## config.mk

```make
export PLATFORM = sky130hd
export DESIGN_NAME = scale_key_sequencer_flat
export DESIGN_NICKNAME = d
export VERILOG_FILES = /design/src/rtl/scale_key_sequencer_if.sv /design/src/rtl/scale_key_sequencer.sv /design/src/flat_wrapper.sv
export SDC_FILE = /design/constraint.sdc
export NUM_CORES = 1
export LEC_CHECK = 0
export CAP_MARGIN = 20
export CORE_MARGIN = 2
export CORE_UTILIZATION = 55
export CTS_CLUSTER_DIAMETER = 40
export DETAILED_ROUTE_END_ITERATION = 8
export PLACE_DENSITY_LB_ADDON = 0.08
export SLEW_MARGIN = 20
export SYNTH_ARGS = -nofsm -noshare
export SYNTH_HDL_FRONTEND = slang
export SYNTH_SLANG_ARGS = --single-unit
```

## constraint.sdc

```tcl
create_clock -name clk -period 9.7 [get_ports clk]
set_input_delay 1.455 -clock clk [delete_from_list [all_inputs] [get_ports clk]]
set_output_delay 1.455 -clock clk [all_outputs]
set_load 0.05 [all_outputs]
```

## src/rtl/scale_key_sequencer_if.sv

```systemverilog
// Front-panel / scale-core signal bundle for scale_key_sequencer.
// The master side drives the raw keys and the weight sample; the slave side
// (the sequencer) returns the command pulses and status flags.
// Optional macro REJECT_CNT_EN adds the rej_count status bus.
interface scale_key_sequencer_if #(
    parameter int W_WIDTH = 16
);
    logic               acc_key;
    logic               clr_acc_key;
    logic               clr_key;
    logic [W_WIDTH-1:0] weight;
    logic               acc_pulse;
    logic               clr_acc_pulse;
    logic               clr_pulse;
    logic               reject;
    logic               stable;
    logic               busy;
`ifdef REJECT_CNT_EN
    logic [7:0]         rej_count;

    modport master (
        output acc_key, clr_acc_key, clr_key, weight,
        input  acc_pulse, clr_acc_pulse, clr_pulse, reject, stable, busy, rej_count
    );

    modport slave (
        input  acc_key, clr_acc_key, clr_key, weight,
        output acc_pulse, clr_acc_pulse, clr_pulse, reject, stable, busy, rej_count
    );
`else
    modport master (
        output acc_key, clr_acc_key, clr_key, weight,
        input  acc_pulse, clr_acc_pulse, clr_pulse, reject, stable, busy
    );

    modport slave (
        input  acc_key, clr_acc_key, clr_key, weight,
        output acc_pulse, clr_acc_pulse, clr_pulse, reject, stable, busy
    );
`endif
endinterface

```

## src/rtl/scale_key_sequencer.sv

```systemverilog
// Front-end key sequencer for the electronic scale.
// Synchronizes and debounces three front-panel keys, latches press events as
// pending flags, tracks weight stability and issues one-cycle commands to the
// scale core with a fixed lockout window after each command or rejection.
// Optional macro REJECT_CNT_EN adds a saturating count of rejected accumulates.
module scale_key_sequencer #(
    parameter int DEBOUNCE_CYCLES = 50000,
    parameter int STABLE_CYCLES   = 1000,
    parameter int LOCKOUT_CYCLES  = 200,
    parameter int W_WIDTH         = 16
) (
    input  logic                  clk,
    input  logic                  rst,
    scale_key_sequencer_if.slave  bus
);
    localparam int DB_W   = $clog2(DEBOUNCE_CYCLES + 1);
    localparam int ST_W   = $clog2(STABLE_CYCLES + 1);
    localparam int LOCK_W = $clog2(LOCKOUT_CYCLES + 1);

    // Key bit order used throughout: 0 = acc, 1 = clr_acc, 2 = clr.
    localparam int K_ACC     = 0;
    localparam int K_CLR_ACC = 1;
    localparam int K_CLR     = 2;

    typedef enum logic [1:0] {
        IDLE,
        ISSUE,
        LOCKOUT
    } state_t;

    logic [2:0]         raw;
    logic [2:0]         sync1;
    logic [2:0]         sync2;
    logic [2:0]         level;
    logic [2:0]         level_d;
    logic [2:0]         rise;
    logic [DB_W-1:0]    db_cnt [3];
    logic [2:0]         pend;
    logic [2:0]         pend_clr;

    logic [W_WIDTH-1:0] w_prev;
    logic [ST_W-1:0]    stab_cnt;
    logic               stable_q;

    state_t             state;
    state_t             state_next;
    logic [LOCK_W-1:0]  lock_cnt;
    logic [LOCK_W-1:0]  lock_next;
    logic               acc_q, clr_acc_q, clr_q, reject_q, busy_q;
    logic               acc_next, clr_acc_next, clr_next, reject_next;

    assign raw  = {bus.clr_key, bus.clr_acc_key, bus.acc_key};
    assign rise = level & ~level_d;

    // Two-flop synchronizer for the asynchronous key inputs.
    // NOTE: every register in a clocked block uses <=, so all flops sample the
    // pre-edge values and the chain behaves as a true shift register.
    always_ff @(posedge clk or posedge rst) begin
        if (rst) begin
            sync1 <= '0;
            sync2 <= '0;
        end else begin
            sync1 <= raw;
            sync2 <= sync1;
        end
    end

    // Per-key debounce: flip the level after DEBOUNCE_CYCLES consecutive disagreements.
    // NOTE: the counter array is reset explicitly element by element; it is
    // control state, not storage, so it must not power up undefined.
    always_ff @(posedge clk or posedge rst) begin
        if (rst) begin
            for (int k = 0; k < 3; k++) db_cnt[k] <= '0;
            level   <= '0;
            level_d <= '0;
        end else begin
            level_d <= level;
            for (int k = 0; k < 3; k++) begin
                if (sync2[k] == level[k]) begin
                    db_cnt[k] <= '0;
                end else if (db_cnt[k] == DB_W'(DEBOUNCE_CYCLES - 1)) begin
                    level[k]  <= ~level[k];
                    db_cnt[k] <= '0;
                end else begin
                    db_cnt[k] <= db_cnt[k] + 1'b1;
                end
            end
        end
    end

    // Pending press flags: rising debounced edges set, FSM selection/supersede clears.
    always_ff @(posedge clk or posedge rst) begin
        if (rst) begin
            pend <= '0;
        end else begin
            pend <= (pend & ~pend_clr) | rise;
        end
    end

    // Weight stability tracker with saturating run-length counter.
    always_ff @(posedge clk or posedge rst) begin
        if (rst) begin
            w_prev   <= '0;
            stab_cnt <= '0;
            stable_q <= 1'b0;
        end else begin
            w_prev   <= bus.weight;
            stable_q <= (stab_cnt == ST_W'(STABLE_CYCLES));
            if (bus.weight != w_prev) begin
                stab_cnt <= '0;
            end else if (stab_cnt != ST_W'(STABLE_CYCLES)) begin
                stab_cnt <= stab_cnt + 1'b1;
            end
        end
    end

    // FSM state, lockout counter and registered command outputs.
    always_ff @(posedge clk or posedge rst) begin
        if (rst) begin
            state     <= IDLE;
            lock_cnt  <= '0;
            acc_q     <= 1'b0;
            clr_acc_q <= 1'b0;
            clr_q     <= 1'b0;
            reject_q  <= 1'b0;
            busy_q    <= 1'b0;
        end else begin
            state     <= state_next;
            lock_cnt  <= lock_next;
            acc_q     <= acc_next;
            clr_acc_q <= clr_acc_next;
            clr_q     <= clr_next;
            reject_q  <= reject_next;
            busy_q    <= (state_next != IDLE);
        end
    end

    // Next-state logic: priority select in IDLE, supersede in ISSUE, timed LOCKOUT.
    // NOTE: every output of this block gets a default first so no path can
    // leave a variable unassigned and infer a latch.
    always_comb begin
        state_next   = state;
        lock_next    = lock_cnt;
        pend_clr     = '0;
        acc_next     = 1'b0;
        clr_acc_next = 1'b0;
        clr_next     = 1'b0;
        reject_next  = 1'b0;
        case (state)
            IDLE: begin
                if (pend[K_CLR]) begin
                    pend_clr[K_CLR] = 1'b1;
                    clr_next        = 1'b1;
                    state_next      = ISSUE;
                end else if (pend[K_CLR_ACC]) begin
                    pend_clr[K_CLR_ACC] = 1'b1;
                    clr_acc_next        = 1'b1;
                    state_next          = ISSUE;
                end else if (pend[K_ACC]) begin
                    pend_clr[K_ACC] = 1'b1;
                    if (stable_q && (bus.weight != '0)) begin
                        acc_next   = 1'b1;
                        state_next = ISSUE;
                    end else begin
                        reject_next = 1'b1;
                        lock_next   = '0;
                        state_next  = LOCKOUT;
                    end
                end
            end
            ISSUE: begin
                // A clear makes any queued accumulate or clear-accumulate moot.
                if (clr_q) begin
                    pend_clr[K_CLR_ACC] = 1'b1;
                    pend_clr[K_ACC]     = 1'b1;
                end else if (clr_acc_q) begin
                    pend_clr[K_ACC] = 1'b1;
                end
                lock_next  = '0;
                state_next = LOCKOUT;
            end
            LOCKOUT: begin
                if (lock_cnt == LOCK_W'(LOCKOUT_CYCLES - 1)) begin
                    state_next = IDLE;
                end else begin
                    lock_next = lock_cnt + 1'b1;
                end
            end
            default: state_next = IDLE;
        endcase
    end

    assign bus.acc_pulse     = acc_q;
    assign bus.clr_acc_pulse = clr_acc_q;
    assign bus.clr_pulse     = clr_q;
    assign bus.reject        = reject_q;
    assign bus.stable        = stable_q;
    assign bus.busy          = busy_q;

`ifdef REJECT_CNT_EN
    logic [7:0] rej_cnt;

    // Saturating reject counter, updated alongside the pulse it counts.
    always_ff @(posedge clk or posedge rst) begin
        if (rst) begin
            rej_cnt <= '0;
        end else if (clr_next) begin
            rej_cnt <= '0;
        end else if (reject_next && (rej_cnt != 8'hFF)) begin
            rej_cnt <= rej_cnt + 1'b1;
        end
    end

    assign bus.rej_count = rej_cnt;
`endif
endmodule
```

## src/flat_wrapper.sv

```systemverilog
// flat-port wrapper written by rule: the top's interface ports become plain ports
module scale_key_sequencer_flat 
#(
    parameter int DEBOUNCE_CYCLES = 50000,
    parameter int STABLE_CYCLES   = 1000,
    parameter int LOCKOUT_CYCLES  = 200,
    parameter int W_WIDTH         = 16
)
  (clk, rst, bus_acc_key, bus_clr_acc_key, bus_clr_key, bus_weight, bus_acc_pulse, bus_clr_acc_pulse, bus_clr_pulse, bus_reject, bus_stable, bus_busy);
  scale_key_sequencer_if #(.W_WIDTH(W_WIDTH)) bus_i ();
  input  logic clk;
  input  logic rst;
  input wire logic [$bits(bus_i.acc_key)-1:0] bus_acc_key;
  input wire logic [$bits(bus_i.clr_acc_key)-1:0] bus_clr_acc_key;
  input wire logic [$bits(bus_i.clr_key)-1:0] bus_clr_key;
  input wire logic [$bits(bus_i.weight)-1:0] bus_weight;
  output wire logic [$bits(bus_i.acc_pulse)-1:0] bus_acc_pulse;
  output wire logic [$bits(bus_i.clr_acc_pulse)-1:0] bus_clr_acc_pulse;
  output wire logic [$bits(bus_i.clr_pulse)-1:0] bus_clr_pulse;
  output wire logic [$bits(bus_i.reject)-1:0] bus_reject;
  output wire logic [$bits(bus_i.stable)-1:0] bus_stable;
  output wire logic [$bits(bus_i.busy)-1:0] bus_busy;
  assign bus_i.acc_key = bus_acc_key;
  assign bus_i.clr_acc_key = bus_clr_acc_key;
  assign bus_i.clr_key = bus_clr_key;
  assign bus_i.weight = bus_weight;
  assign bus_acc_pulse = bus_i.acc_pulse;
  assign bus_clr_acc_pulse = bus_i.clr_acc_pulse;
  assign bus_clr_pulse = bus_i.clr_pulse;
  assign bus_reject = bus_i.reject;
  assign bus_stable = bus_i.stable;
  assign bus_busy = bus_i.busy;
  scale_key_sequencer #(.DEBOUNCE_CYCLES(DEBOUNCE_CYCLES), .STABLE_CYCLES(STABLE_CYCLES), .LOCKOUT_CYCLES(LOCKOUT_CYCLES), .W_WIDTH(W_WIDTH)) u_core (.clk(clk), .rst(rst), .bus(bus_i));
endmodule
```

==> flow_metrics.tcl, run 1 <==
set metrics [dict create \
    outcome "completed" \
    number_of_flops_mapped_to_enable_cells_by_yosys 0 \
    rr_worst_depth 4 \
    critical_path.cell_chain "clkdlybuf4s50_1" \
    layout_worst_path_cycle_share 0.310 \
    ctsRootBufferMaster "clkbuf_8" \
    final_cell_mix "105 x dfrtp_1, 50 x nor2_1, 35 x xor2_1, 30 x xnor2_1, 26 x clkdlybuf4s50_1" \
    gr-usage-met3 0.0468 \
    clock_latency_ps 360 \
    ctsLongestPathBuffers 2 \
    grt-busiest-layer "met2" \
    drc_errors 0 \
    total_negative_slack_for_setup_checks_ps 0 \
    synth_seq_cells 105 \
    path_buf_inv 1 \
    placement.io_buffers 26 \
    syn_avg_cell_area_um2 11.0 \
    yosys-mux-area-fraction 0.0134 \
    dp_hpwl_mm 5.47 \
    setup.worst_path.start_class "flop" \
    final.setup_skew_ps 13.1 \
    avgRoutedWirePerCell_um 13.8 \
    critPathTopFamily "buffers and inverters" \
    final_hold_violation_count 0 \
    floorplan.die_area_mm2 0.00942 \
    grt.met2_usage 0.300 \
    synth_area_leader_cell "dfrtp_1" \
    cts_resized 0 \
    hold_path_class "reg2reg" \
    insertedDiodeCount 0 \
    grt.total_usage 0.185 \
    yosys_warnings 0 \
    h-tree-depth 3 \
    die_h_um 97.1 \
    tritoncts_sink_count 105 \
    slowest_stage_cell_on_the_critical_path "clkdlybuf4s50_1" \
    post_synth_main_area_contributors "dfrtp_1 55%, xor2_1 6.4%, xnor2_1 5.5%" \
    drt_wl_total_mm 7.91 \
    timing.critical_path.fanout_max 3 \
    combinational_family_with_the_most_area_after_synthesis "simple AND/OR/NAND/NOR gates" \
    dr_total_vias 3191 \
    grt_max_degree 69 \
    yosys.area_share.simple 0.215 \
    final_layout_size_suffix_gt1_frac 0.0832 \
    dr.first_iter.drc_count 85 \
    finalWorstPathRequiredPeriod_ps 3010 \
    first_global_vias 3195 \
    post_route_ant_nets 0 \
    synth_seq_area_share 0.552 \
    asyncSetResetFlopFracSynth 1.00 \
    total_power_uw 808 \
    routabilityCongestion 0.838 \
    unrepaired_setup_endpoints_after_global_routing "no" \
    grt_antenna_before_repair 0 \
    fin_nets 491 \
    startpoint "u_core.bus.clr_pulse" \
    synthesis.area_mm2 0.00476 \
    clock_buffer_count_from_cts 9 \
    effective_utilization_at_floorplan 0.574 \
    highest_cell_delay_on_the_worst_timing_path_ps 820 \
    synth_compound_gate_area_share 0.0617 \
    endpoint_required_time_on_the_critical_path_ps 8250 \
    cts-hold-fix-buffers 0 \
    worst_hold_path.num_cells 0 \
    crit_path_kind "reg2out" \
    final_slew_viol_count 0 \
    ys_dominant_reg_cell "dfrtp_1" \
    timing.max_cap.violations 0 \
    cts_tree "built" \
    critical_path.endpoint_type "primary output" \
    grt_first_pass_wirelength_mm 14.4 \
    fmax_mhz 332 \
    cp.depth 1 \
    finalSetupViolCount 0 \
    synth_cells 435 \
    die_w_um 97.1 \
    synth_adder_area_share 0.0158 \
    hold-worst-slack_ps 358 \
    dr.pass1.iters 4 \
    fp-row-count 33 \
    tightest_slew_ps 822 \
    area_fraction_of_the_dominant_cell_type_after_synthesis 0.552 \
    syn_to_final_growth_pct 12.7 \
    hp-start "u_core.sync1[0]" \
    boundaryPins 27 \
    worst_r2r_startpoint "u_core.state[1]" \
    total_leakage_power_uw 0.00223 \
    gr-usage-met1 0.240 \
    grt_overflow_total 0 \
    most_frequent_standard_cell_in_the_layout_excluding_fill_and_tap_cells "dfrtp_1" \
    clk_pin_slew_worst_paths_ps 90 \
    power_density_relative_to_cell_area_mw_per_mm2 151 \
    timing.slew.headroom 0.451 \
    synth-xor-area-share 0.120 \
    timing.critical_path.arrival_ps 1550 \
    fp.coreArea_mm2 0.00830 \
    vias_cell 5.56 \
    cts_setup_buffers 0 \
    postSynthNetCount 462 \
    synth.lib_cells_used.distinct 44 \
    irDropWorstVdd_mv 0.104 \
]
[worst paths after layout]
kind | to | slack (ps)
max | bus_clr_pulse | 6690
min | u_core.sync2[0] | 360
max reg2reg | u_core.lock_cnt[5] | 7470
min reg2reg | u_core.sync2[0] | 360
max in group asynchronous | u_core.db_cnt[14] | 7050
min in group asynchronous | u_core.stab_cnt[5] | 1460
[synth_stat cells, types with 3 or more instances]
master and number:
o21ai_0 14, mux2_1 3, xor2_1 35, mux2i_1 3, inv_1 15, nor3_1 15
dfrtp_1 105, a31oi_1 6, a21oi_1 10, nor2_2 10, and3_1 10, nand2_1 20
nor4_1 18, and4_1 5, nand4_1 18, nor4bb_1 3, nand3_1 21, ha_1 6
nor2_1 50, xnor2_1 30, clkbuf_1 6, or3_1 3
[routing by layer]
layer	wire length (um)	part of all wire
met2	3730	0.47
met5	0	0
met3	315	0.040
met4	139	0.018
met1	3730	0.47
[flip-flops by register name, summed over array words and instances, names as in the netlist, 2 cells and up]
signal and flops:
u_core.db_cnt 48, u_core.w_prev 16, u_core.stab_cnt 10, u_core.lock_cnt 8
u_core.level 3, u_core.level_d 3, u_core.pend 3, u_core.sync1 3
u_core.sync2 3, u_core.state 2
[where the power goes]
part | internal, uW | switching (uW)
logic | 14.9 | 20.7
clock network | 180 | 142
registers | 445 | 5.50
total | 640 | 169
[area by class of cell]
cell class                 count  area (um^2)
sequential                   105         2630
tap                          105          131
clock buffer                  10          138
timing repair buffer          28          275
multi-input combinational    305         2020
fill                         667         2930
clock inverter                 6          113
inverter                      15         58.8
[cell families (layout without fill, tap and decap cells)]
group                      after synthesis  in the layout
and+or+nand+nor                        187            187
DFF                                    105            105
xor gates and xnor gates                65             65
AOI/OAI and AO/OA                       41             41
buffers and inverters                   25             59
adders and majority gates                6              6
muxes                                    6              6
[stage by stage]
step / utilization / worst slack (ps) / cells / cell area (um^2)
after floorplan: - / 5480 / 435 / 4760
after global placement: 0.616 / 6360 / 557 / 5110
after detailed placement: 0.616 / 6340 / 557 / 5110
after CTS: 0.646 / 6660 / 573 / 5360
after global routing: 0.647 / 6540 / 574 / 5370
final: 0.647 / 6690 / 574 / 5370
Note: power is estimated with default switching activity, not from simulation.
==> inputs of run 2 (changes only) <==
==> constraint.sdc (replaced) <==
create_clock -name clk -period 3 [get_ports clk]
set_input_delay 0.45 -clock clk [delete_from_list [all_inputs] [get_ports clk]]
set_output_delay 0.45 -clock clk [all_outputs]
set_load 0.05 [all_outputs]
==> run 2 against run 1 <==
Sequential share of layout area rose by 0.11 points. Clock power rose to 2.7 times the previous value. Sequential power rose to 3.2 times the previous value. Largest power group unchanged.
==> flow_metrics.tcl, run 2 (synthesized netlist as in run 1, its figures left out) <==
set metrics [dict create \
    grt_antenna_before_repair 0 \
    layout_worst_path_cycle_share 0.675 \
    highest_cell_delay_on_the_worst_timing_path_ps 820 \
    dp_hpwl_mm 5.62 \
    fp-row-count 33 \
    seq_power_share 0.593 \
    cts_tree "built" \
    power.share.clock 0.358 \
    dr.first_iter.drc_count 112 \
    critical_path.endpoint_type "primary output" \
    irDropWorstVdd_mv 0.258 \
    slowest_stage_cell_on_the_critical_path "clkdlybuf4s50_1" \
    first_global_vias 3144 \
    avgRoutedWirePerCell_um 14.0 \
    critPathTopFamily "buffers and inverters" \
    effective_utilization_at_floorplan 0.574 \
    grt_overflow_total 0 \
    fmax_mhz 494 \
    total_negative_slack_for_setup_checks_ps 0 \
    final_slew_viol_count 0 \
    design_area_mm2 0.00536 \
    clk_pin_slew_worst_paths_ps 100 \
    endpoint_required_time_on_the_critical_path_ps 2550 \
    power_density_relative_to_cell_area_mw_per_mm2 459 \
    grt.total_usage 0.184 \
    boundaryPins 27 \
    ctsLongestPathBuffers 2 \
    largest_registers "u_core.db_cnt x48, u_core.w_prev x16, u_core.stab_cnt x10" \
    syn_to_final_growth_pct 12.4 \
    total_leakage_power_uw 0.00221 \
    floorplan.die_area_mm2 0.00942 \
    final.setup_skew_ps 14.3 \
    unrepaired_setup_endpoints_after_global_routing "no" \
    tritoncts_sink_count 105 \
    p_int_uw 1880 \
    hold_path_class "reg2reg" \
    die_h_um 97.1 \
    placement.io_buffers 26 \
    cts_resized 0 \
    path_buf_inv 1 \
    final_core_occ 0.645 \
    count_of_filler_cells_inserted_in_the_layout 655 \
    timing.slew.headroom 0.564 \
    largest_register_ff_count 48 \
    switching_share_of_power 0.234 \
    die_w_um 97.1 \
    timing.critical_path.arrival_ps 1580 \
    grt_first_pass_wirelength_mm 14.4 \
    post_route_ant_nets 0 \
    vias_cell 5.57 \
    dr.pass1.iters 4 \
    final_layout_size_suffix_gt1_frac 0.0890 \
    clock_latency_ps 360 \
    finalWorstPathRequiredPeriod_ps 2030 \
    clock_buffer_count_from_cts 9 \
    cts_setup_buffers 0 \
    cts-hold-fix-buffers 0 \
    insertedDiodeCount 0 \
    largest-register "u_core.db_cnt" \
    setup.worst_path.start_class "flop" \
    critical_path.cell_chain "clkdlybuf4s50_1" \
    dr_total_vias 3213 \
    dpl-instance-area_mm2 0.00515 \
    timing.critical_path.fanout_max 3 \
    share_comb_of_total_power 0.049 \
    drc_errors 0 \
    h-tree-depth 3 \
    final_hold_violation_count 0 \
    final_cell_mix "105 x dfrtp_1, 50 x nor2_1, 35 x xor2_1, 30 x xnor2_1, 26 x clkdlybuf4s50_1" \
    timing.max_cap.violations 0 \
    grt_max_degree 53 \
    fp.coreArea_mm2 0.00830 \
    finalSetupViolCount 0 \
    routabilityCongestion 0.860 \
    total_power_uw 2460 \
    tightest_slew_ps 654 \
    ctsRootBufferMaster "clkbuf_8" \
    crit_path_kind "reg2out" \
    total_switching_power_uw 574 \
    outcome "completed" \
    drt_wl_total_mm 8.10 \
    fin_nets 494 \
    most_frequent_standard_cell_in_the_layout_excluding_fill_and_tap_cells "dfrtp_1" \
]
run 2: cell count changes in the layout (fill, tap and decap cells not counted), sizes merged:
| cell | change |
|---|---|
| clkbuf | -1 |
| buf | +3 |
| bufinv | -2 |
| clkinvlp | +4 |
| inv | -1 |
run 2: metrics by stage:
| step | instances | hold slack, ps | setup WS, ps |
|---|---|---|---|
| finish | 577 | 354 | 974 |
| global route | 577 | 364 | 881 |
| CTS | 577 | 356 | 951 |
| detailed placement | 561 | 335 | 668 |
| global placement | 561 | 335 | 709 |
| floorplan | 435 | 331 | 1290 |
run 2: cell type report:
cell class              instances  area (um^2)  share of cell area
well taps                     105          131              0.0245
clock inverters                 7         77.6              0.0145
inverters                      15         60.1              0.0112
flip-flops and latches        105         2630               0.491
multi-input cells             305         2020               0.378
clock buffers                   9          124              0.0231
repair buffers                 31          310              0.0579
run 2: per-layer routing:
metal	vias to the layer above	wire length [um]	track usage
met5	-	0	0
met4	0	157	0.0693
met3	15	254	0.0374
met2	46	3780	0.300
met1	1561	3910	0.244
li1	1591	-	-
run 2: path summary, 6_finish.rpt:
check	endpoint	start	depth (start not counted)	slack, ps
worst max-delay path	bus_clr_pulse	u_core.bus.clr_pulse	1	970
worst min-delay path	u_core.sync2[2]	u_core.sync1[2]	0	350
worst max register to register	u_core.db_cnt[30]	u_core.db_cnt[16]	4	1170
worst min register to register	u_core.sync2[2]	u_core.sync1[2]	0	350
max in group asynchronous	u_core.db_cnt[31]	rst	3	1860
min in group asynchronous	u_core.db_cnt[12]	rst	2	490
run 2: power groups by stage:
| stage | combinational [uW] | clock (uW) | sequential, uW |
|---|---|---|---|
| floorplan | 67.9 | 0 | 1480 |
| global placement | 121 | 0 | 1480 |
| detailed placement | 123 | 0 | 1480 |
| CTS | 124 | 909 | 1460 |
| global route | 138 | 979 | 1460 |
| finish | 121 | 881 | 1460 |
